--- config.mk ---
export PLATFORM = sky130hd
export DESIGN_NAME = stream_mux_n_1_flat
export DESIGN_NICKNAME = d
export VERILOG_FILES = /design/src/rtl/stream_mux_n_1_if.sv /design/src/rtl/stream_mux_n_1.sv /design/src/flat_wrapper.sv
export SDC_FILE = /design/constraint.sdc
export NUM_CORES = 1
export LEC_CHECK = 0
export CORE_MARGIN = 2
export CORE_UTILIZATION = 40
export CTS_BUF_LIST = sky130_fd_sc_hd__clkbuf_4
export DETAILED_ROUTE_END_ITERATION = 7
export HOLD_SLACK_MARGIN = 0.08
export PLACE_DENSITY = 0.89
export REMOVE_ABC_BUFFERS = 1
export SETUP_SLACK_MARGIN = 0.2
export SLEW_MARGIN = 0
export SYNTH_ARGS = -nofsm -noshare
export SYNTH_HDL_FRONTEND = slang
export SYNTH_SLANG_ARGS = --single-unit
--- constraint.sdc ---
create_clock -name clk -period 4.6 [get_ports clk]
set_input_delay 0.92 -clock clk [delete_from_list [all_inputs] [get_ports clk]]
set_output_delay 0.92 -clock clk [all_outputs]
set_load 0.01 [all_outputs]
--- src/rtl/stream_mux_n_1_if.sv ---
// stream_mux_n_1_if: N input valid/ready channels plus one registered output stream
interface stream_mux_n_1_if #(
   parameter int WIDTH  = 32,
   parameter int NUM_IN = 4,
   parameter int SEL_W  = 2
);
   logic [NUM_IN*WIDTH-1:0] in_data;
   logic [NUM_IN-1:0]       in_valid;
   logic [NUM_IN-1:0]       in_ready;
   logic [SEL_W-1:0]        sel;
   logic [WIDTH-1:0]        out_data;
   logic                    out_valid;
   logic                    out_ready;
   logic [SEL_W-1:0]        out_src;
   logic [31:0]             xfer_count;
   modport slave (
      input  in_data, in_valid, sel, out_ready,
      output in_ready, out_data, out_valid, out_src, xfer_count
   );
   modport master (
      output in_data, in_valid, sel, out_ready,
      input  in_ready, out_data, out_valid, out_src, xfer_count
   );
endinterface

--- src/rtl/stream_mux_n_1.sv ---
// stream_mux_n_1: registered N:1 valid/ready multiplexer with external-select or round-robin grant
module stream_mux_n_1 #(
   parameter int WIDTH  = 32,
   parameter int NUM_IN = 4,
   parameter int SEL_W  = 2,
   parameter int MODE   = 0
) (
   input logic             clk,
   input logic             reset,
   stream_mux_n_1_if.slave bus
);
   localparam int SEL_N = 2 ** SEL_W;
   logic [WIDTH-1:0] out_data_q, out_data_d;
   logic [SEL_W-1:0] out_src_q, out_src_d, ptr_q, ptr_d, rr_grant, grant;
   logic             out_valid_q, out_valid_d;
   logic [31:0]      xfer_count_q, xfer_count_d;
   logic [SEL_N-1:0] valid_ext;
   logic             sel_ok, load_en, grant_valid, xfer;
   // valid vector padded to the full select range so an out-of-range sel reads a zero
   assign valid_ext   = SEL_N'(bus.in_valid);
   assign sel_ok      = int'(bus.sel) < NUM_IN;
   assign load_en     = !out_valid_q || bus.out_ready;
   assign grant       = MODE == 1 ? rr_grant : (sel_ok ? bus.sel : '0);
   assign grant_valid = MODE == 1 ? |bus.in_valid : sel_ok && valid_ext[bus.sel];
   assign xfer        = !reset && load_en && grant_valid;
   assign bus.in_ready   = xfer ? NUM_IN'(1) << grant : '0;
   assign bus.out_data   = out_data_q;
   assign bus.out_valid  = out_valid_q;
   assign bus.out_src    = out_src_q;
   assign bus.xfer_count = xfer_count_q;
   // round-robin: scan from the pointer downwards in priority so the lowest offset wins
   always_comb begin
      rr_grant = '0;
      for (int k = NUM_IN - 1; k >= 0; k--)
         if (bus.in_valid[(int'(ptr_q) + k) % NUM_IN]) rr_grant = SEL_W'((int'(ptr_q) + k) % NUM_IN);
   end
   // next state: refill/empty the output stage whenever it can load, hold on stall
   always_comb begin
      out_data_d   = out_data_q;
      out_src_d    = out_src_q;
      out_valid_d  = load_en ? xfer : out_valid_q;
      xfer_count_d = xfer_count_q;
      ptr_d        = ptr_q;
      if (xfer) begin
         out_data_d   = bus.in_data[int'(grant)*WIDTH +: WIDTH];
         out_src_d    = grant;
         xfer_count_d = xfer_count_q + 32'd1;
         ptr_d        = MODE == 1 ? (int'(grant) == NUM_IN - 1 ? '0 : grant + 1'b1) : ptr_q;
      end
   end
   // state register; reset discards any buffered beat
   always_ff @(posedge clk) begin
      if (reset) begin
         out_data_q   <= '0;
         out_src_q    <= '0;
         out_valid_q  <= 1'b0;
         xfer_count_q <= '0;
         ptr_q        <= '0;
      end else begin
         out_data_q   <= out_data_d;
         out_src_q    <= out_src_d;
         out_valid_q  <= out_valid_d;
         xfer_count_q <= xfer_count_d;
         ptr_q        <= ptr_d;
      end
   end
endmodule

--- src/flat_wrapper.sv ---
// flat-port wrapper written by rule: the top's interface ports become plain ports
module stream_mux_n_1_flat 
#(
   parameter int WIDTH  = 32,
   parameter int NUM_IN = 4,
   parameter int SEL_W  = 2,
   parameter int MODE   = 0
)
  (clk, reset, bus_in_data, bus_in_valid, bus_sel, bus_out_ready, bus_in_ready, bus_out_data, bus_out_valid, bus_out_src, bus_xfer_count);
  stream_mux_n_1_if #(.WIDTH(WIDTH), .NUM_IN(NUM_IN), .SEL_W(SEL_W)) bus_i ();
  input logic clk;
  input logic reset;
  input wire logic [$bits(bus_i.in_data)-1:0] bus_in_data;
  input wire logic [$bits(bus_i.in_valid)-1:0] bus_in_valid;
  input wire logic [$bits(bus_i.sel)-1:0] bus_sel;
  input wire logic [$bits(bus_i.out_ready)-1:0] bus_out_ready;
  output wire logic [$bits(bus_i.in_ready)-1:0] bus_in_ready;
  output wire logic [$bits(bus_i.out_data)-1:0] bus_out_data;
  output wire logic [$bits(bus_i.out_valid)-1:0] bus_out_valid;
  output wire logic [$bits(bus_i.out_src)-1:0] bus_out_src;
  output wire logic [$bits(bus_i.xfer_count)-1:0] bus_xfer_count;
  assign bus_i.in_data = bus_in_data;
  assign bus_i.in_valid = bus_in_valid;
  assign bus_i.sel = bus_sel;
  assign bus_i.out_ready = bus_out_ready;
  assign bus_in_ready = bus_i.in_ready;
  assign bus_out_data = bus_i.out_data;
  assign bus_out_valid = bus_i.out_valid;
  assign bus_out_src = bus_i.out_src;
  assign bus_xfer_count = bus_i.xfer_count;
  stream_mux_n_1 #(.WIDTH(WIDTH), .NUM_IN(NUM_IN), .SEL_W(SEL_W), .MODE(MODE)) u_core (.clk(clk), .reset(reset), .bus(bus_i));
endmodule
==> results.md, run 1 <==
- Initial core utilization: 41.30%
- Relative slew slack: ~54%
- CTS Buffer Depth: 2
- Initial DRT Pass Iterations: 5
- Clk_lat worst skew: 0.41 ns
- CTS tree: built
- Grt peak-use layer: met2
- Critical path data arrival time: 3.11 ns
- Synth Cell Area: ~3600 µm²
- Final WL: approximately 12,000 µm
- Startpoint type of the worst setup path: input port
- Nets: 718
- Hold_ws: between 0.4 and 0.5 ns
- Post-Syn Instances: 389
- Register area share after synthesis: between 30 and 40%
- Final min period: about 4.0 ns
- Die Y: 99.13 µm
- M3 GR Usage: under 10%
- CORE AREA: ~8800 µm²
- Antenna violation net count after detailed routing: 0
- # DRC: 0
- First-pass GRT wire length: between 15,000 and 20,000 µm
- Vias per Instance: roughly 5.6
- Max Cap Viol: 0
- Die width: around 99 µm
- CP Max Fanout: 16
- CTS clk-pin slew, worst paths: roughly 0.10 ns
- Async SR Flop Fraction: 0%
- Largest net degree at the start of global routing: between 60 and 70
- Share of post-route cells with drive strength above 1: 10.79%
- Grt met1 use: about a quarter
- Post-Place Setup Slack: between 0.5 and 0.6 ns
- Synth Area per Inst: slightly above 9 µm²
- H-Tree Depth: 3
- Final setup margin: 0.5656 ns
- Slew @ Worst Pin: 0.6879 ns
- Io pins: 208
- Ant. Diodes: 0
- Post-CTS Hold Buffers: 0
- Fin crit share: 87.71%
- CTS resizes: 0
- Leak: around 2.0 nW
- Final Max Tran Viols: 0
- Buffers on Ports: approximately 210
- Initial antenna violation count: 0
- Final core occ: roughly 67%
- M2 GR Usage: a little over two fifths
- Post-synth cell types: 34
- Yosys warning count: 0
- DR vias: slightly below 4k
- R2R setup slack: 2.37 ns
- Max Clock Freq: approximately 0.25 GHz
- Final RePlAce weighted congestion: 0.8094
- PD cells: roughly 220 nW/µm²
- Root buf cell: clkbuf_4
- Setup clock skew after layout: about 0.014 ns
- Seq cells post-synth: 67
- Area contributors post-synth: dfxtp_1 37%, mux4_2 21%, nand2_1 8.9%, a21oi_1 6.8%, o31ai_1 2.5%
- EDFF count, synth: 0
- Row Count: 34
- Peak supply drop: between 100 and 150 µV
- Ys flop type: dfxtp_1
- Worst Path Required: roughly 3.7 ns
- Initial drt markers: around 140
- Post-synth top area cell: dfxtp_1
- GRT Resource Usage Total: 23.48%
- Outcome: completed
- TNS Setup: 0 ns
- P&R area growth vs syn: 61.53%
- Grt ovf: 0
- Unrepaired setup endpoints after global routing: false
- Final Hold Fails: 0
- Min-Delay Path Class: register to register
- CTS buffer count: 9
- Commonest non-fill, non-tap cells in the layout: 205 x clkdlybuf4s50_1, 86 x nand2_1, 67 x dfxtp_1, 49 x a21oi_1, 33 x mux4_2
- WL per Instance: around 17 µm
- Cell area after layout: 5847 µm²
- CP Class: input port to primary output
- Final setup violation count: 0
- CP Capture Type: primary output
- Setup bufs post-CTS: 0
- Commonest non-fill, non-tap cell in the layout: clkdlybuf4s50_1
- Die area: ~9800 µm²
- Post-Place Cell Area: approximately 5700 µm²
- CTS Sinks: 67
- Vias in the first global route: between 3k and 4k
- Area share of the largest cell type after synthesis: a little under two fifths
- Hpwl dp: 9089 µm
## metrics by stage
stage | std cells | power [mW]
after detailed placement | 677 | 0.9533
after global routing | 692 | 1.368
after global placement | 677 | 0.9431
after CTS | 692 | 1.321
after floorplan | 356 | 0.7377
final | 692 | 1.313
## flip-flops by register name (all words and copies together), names as in the netlist
| register | cells |
|---|---|
| u_core.bus.out_src | 2 |
| u_core.bus.out_data | 32 |
| u_core.bus.xfer_count | 32 |
| u_core.bus.out_valid | 1 |
## final timing paths
path,start,to,cells past startpoint
hold / removal,u_core.bus.out_data[24]$_SDFFE_PP0P_,u_core.bus.out_data[24]$_SDFFE_PP0P_,2
setup / recovery,bus_in_valid[0],bus_in_ready[3],5
hold reg to reg,u_core.bus.out_data[24]$_SDFFE_PP0P_,u_core.bus.out_data[24]$_SDFFE_PP0P_,2
setup reg to reg,u_core.bus.xfer_count[2]$_SDFFE_PP0P_,u_core.bus.xfer_count[29]$_SDFFE_PP0P_,4
## cell usage after synthesis (all sizes together) (9+ instances only)
cell and count:
o31ai 12, clkbuf 18, buf 15, nor4 9, dfxtp 67, a21oi 49
or4 12, nor2 11, nand3 9, nand4 11, mux4 33, nand2 86
## worst max-delay path, stage by stage
cell and delay [ns]:
clkdlybuf4s50_1 0.43, mux4_2 0.54, and3_1 0.42, and3_1 0.28
clkdlybuf4s50_1 0.51
## report_power, final
part	switching, mW	internal [mW]
sequential	0.0130	0.604
clock	0.202	0.171
combinational	0.118	0.205
total	0.333	0.979
## cell families (layout without fill, tap and decap cells)
group                      count (synthesis)  in the layout  synth area share, %
and+or+nand+nor                          164            164                22.36
muxes                                     41             41                22.99
DFF                                       67             67                37.06
AOI/OAI and AO/OA                         76             76                12.10
buffers and inverters                     37            232                4.424
adders and majority gates                  1              1               0.3456
xor gates and xnor gates                   3              3               0.7260
## area by class of cell
class / count / area (µm²)
clock inverters: 4 / 42.54
clock buffers: 11 / 82.58
fillers: 659 / 2917
inverters: 4 / 15.01
well taps: 108 / 135.1
flip-flops and latches: 67 / 1341
repair buffers: 213 / 2107
multi-input cells: 285 / 2123
## metal layers
metal	vias up	part of all wire (%)
met5	-	0
met4	0	3.7
met3	33	5.7
met2	172	54
met1	1838	36
li1	1840	-
(Power assumes the default switching activity.)
==> run 2: changes to the inputs <==
- CTS_CLUSTER_SIZE: unset -> 12
- SKIP_LAST_GASP: unset -> 1
- TNS_END_PERCENT: unset -> 10
==> results of run 2 <==
Final layout, timing and power as in run 1 (identical DEF).
==> run 3: changes to the inputs <==
- CORE_ASPECT_RATIO: unset -> 0.5
- TNS_END_PERCENT: 10 -> 1
==> results.md, run 3 (synthesis results as in run 1) <==
- CTS Buffer Depth: 2 (unchanged)
- Fin crit share: 88.82% (was 87.71%)
- Unrepaired setup endpoints after global routing: false (unchanged)
- DR vias: 3,743 (was 3,883)
- Critical path data arrival time: 3.17 ns (was 3.11 ns)
- R2R setup slack: 2.41 ns (was 2.37 ns)
- P&R area growth vs syn: 62.60% (was 61.53%)
- Worst-path cell chain: clkdlybuf4s50_1, mux4_2, and3_1, nand2_1, nor2_1, clkdlybuf4s50_1 (was clkdlybuf4s50_1, mux4_2, and3_1, and3_1, clkdlybuf4s50_1)
- Hold Crit Start: u_core.bus.out_data[27]$_SDFFE_PP0P_ (was u_core.bus.out_data[24]$_SDFFE_PP0P_)
- # DRC: 0 (unchanged)
- Post-CTS Hold Buffers: 0 (unchanged)
- Slowest-stage cell, CP: and3_1 (was mux4_2)
- Share of post-route cells with drive strength above 1: 10.96% (was 10.79%)
- Grt ovf: 0 (unchanged)
- Die area: 9872 µm² (was 9826 µm²)
- Initial core utilization: 41.42% (was 41.30%)
- Setup crit end: bus_in_ready[2] (was bus_in_ready[3])
- WL per Instance: 15.92 µm (was 17.05 µm)
- Nets: 717 (was 718)
- Peak supply drop: 169.8 µV (was 137.9 µV)
- Hpwl dp: 8499 µm (was 9089 µm)
- Max Clock Freq: 0.2448 GHz (was 0.2479 GHz)
- Initial DRT Pass Iterations: 4 (was 5)
- R2r worst-path depth: 4 (unchanged)
- CP Max Fanout: 19 (was 16)
- TNS Setup: 0 ns (unchanged)
- Grt met1 use: 24.38% (was 25.56%)
- Io pins: 208 (unchanged)
- Min-Delay Path Class: register to register (unchanged)
- Final min period: 4.086 ns (was 4.034 ns)
- PD cells: 232.8 nW/µm² (was 224.5 nW/µm²)
- Vias per Instance: 5.340 (was 5.611)
- Setup clock skew after layout: 0.01577 ns (was 0.01408 ns)
- CTS clk-pin slew, worst paths: 0.10 ns (about the same)
- Final Max Tran Viols: 0 (unchanged)
- Die width: 138.5 µm (was 99.13 µm)
- Final WL: 11,160 µm (was 11,800 µm)
- Ant. Diodes: 0 (unchanged)
- Initial drt markers: 166 (was 143)
- CORE AREA: 8738 µm² (was 8763 µm²)
- CTS Sinks: 67 (unchanged)
- Relative slew slack: 53.77% (was 54.14%)
- CP Capture Type: primary output (unchanged)
- Final core occ: 67.35% (was 66.72%)
- Post-Place Cell Area: 5725 µm² (was 5722 µm²)
- Slew @ Worst Pin: 0.6935 ns (was 0.6879 ns)
- M3 GR Usage: 4.612% (was 4.427%)
- Setup bufs post-CTS: 0 (unchanged)
- Antenna violation net count after detailed routing: 0 (unchanged)
- Final RePlAce weighted congestion: 0.8066 (was 0.8094)
- First-pass GRT wire length: 17,730 µm (was 18,330 µm)
- Grt peak-use layer: met2 (unchanged)
- Buffers on Ports: 207 (unchanged)
- Root buf cell: clkbuf_4 (unchanged)
- Initial antenna violation count: 0 (unchanged)
- CTS resizes: 0 (unchanged)
- CTS buffer count: 9 (unchanged)
- Max Cap Viol: 0 (unchanged)
- Leak: 2.003 nW (was 2.000 nW)
- Vias in the first global route: 3,766 (was 3,815)
- Power Total: 1.370 mW (was 1.313 mW)
- Cell area after layout: 5886 µm² (was 5847 µm²)
- Largest net degree at the start of global routing: 67 (unchanged)
- Crit path top cell by count: clkdlybuf4s50_1
- Worst Path Required: 3.68 ns (about the same)
- GRT Resource Usage Total: 22.34% (was 23.48%)
- Commonest non-fill, non-tap cells in the layout: 205 x clkdlybuf4s50_1, 86 x nand2_1, 67 x dfxtp_1, 49 x a21oi_1, 33 x mux4_2 (unchanged)
- Worst path max stage delay: 0.61 ns (was 0.54 ns)
- M2 GR Usage: 44.61% (was 43.19%)
- CP startpoint: bus_sel[1] (was bus_in_valid[0])
- H-Tree Depth: 3 (unchanged)
- Final Hold Fails: 0 (unchanged)
- Outcome: completed (unchanged)
- CTS tree: built (unchanged)
- Die Y: 71.27 µm (was 99.13 µm)
- Startpoint type of the worst setup path: input port (unchanged)
- Commonest non-fill, non-tap cell in the layout: clkdlybuf4s50_1 (unchanged)
- R2r endpoint: u_core.bus.xfer_count[31]$_SDFFE_PP0P_ (was u_core.bus.xfer_count[29]$_SDFFE_PP0P_)
- Clk_lat worst skew: 0.41 ns (about the same)
- Row Count: 24 (was 34)
- Reg-to-Reg Start: u_core.bus.xfer_count[2]$_SDFFE_PP0P_ (unchanged)
- Final setup violation count: 0 (unchanged)
- CP Class: input port to primary output (unchanged)
run 3: metal layers:
metal | vias up | wire [µm]
li1 | 1837 | -
met1 | 1791 | 4299
met2 | 100 | 6216
met3 | 15 | 495
met4 | 0 | 150
met5 | - | 0
run 3: power breakdown:
group	total [mW]	internal [mW]	switching (mW)
Sequential	0.617	0.604	0.0133
Clock	0.436	0.218	0.218
Combinational	0.317	0.204	0.113
Total	1.37	1.03	0.344
run 3: worst min path at each step:
stage / cells past startpoint / end / slack [ns]
after floorplan: 2 / u_core.bus.out_data[0]$_SDFFE_PP0P_ / 0.47
after global placement: 2 / u_core.bus.out_data[8]$_SDFFE_PP0P_ / 0.44
after detailed placement: 2 / u_core.bus.out_data[8]$_SDFFE_PP0P_ / 0.45
after CTS: 2 / u_core.bus.out_data[6]$_SDFFE_PP0P_ / 0.46
after global routing: 2 / u_core.bus.out_data[8]$_SDFFE_PP0P_ / 0.47
final: 2 / u_core.bus.out_data[27]$_SDFFE_PP0P_ / 0.46
run 3: stage by stage:
stage	hold slack, ns	setup slack, ns	cells
3_5_place_dp	0.4457	0.5037	685
2_1_floorplan	0.4745	1.290	356
4_1_cts	0.4610	0.5046	701
3_3_place_gp	0.4416	0.5691	685
5_1_grt	0.4746	0.3479	701
6_report	0.4581	0.5143	701
run 3: final cells by class:
class / count / area, µm²
inverters: 4 / 15.01
multi-input cells: 285 / 2123
repair buffers: 212 / 2100
fillers: 689 / 2853
clock inverters: 7 / 92.59
clock buffers: 9 / 67.56
flip-flops and latches: 67 / 1341
well taps: 117 / 146.4
run 3: critical path, delay by kind of cell:
| family | cells | cell delay [ns] |
|---|---|---|
| buffers and inverters | 2 | 1.08 |
| muxes | 1 | 0.29 |
| and+or+nand+nor | 3 | 0.86 |
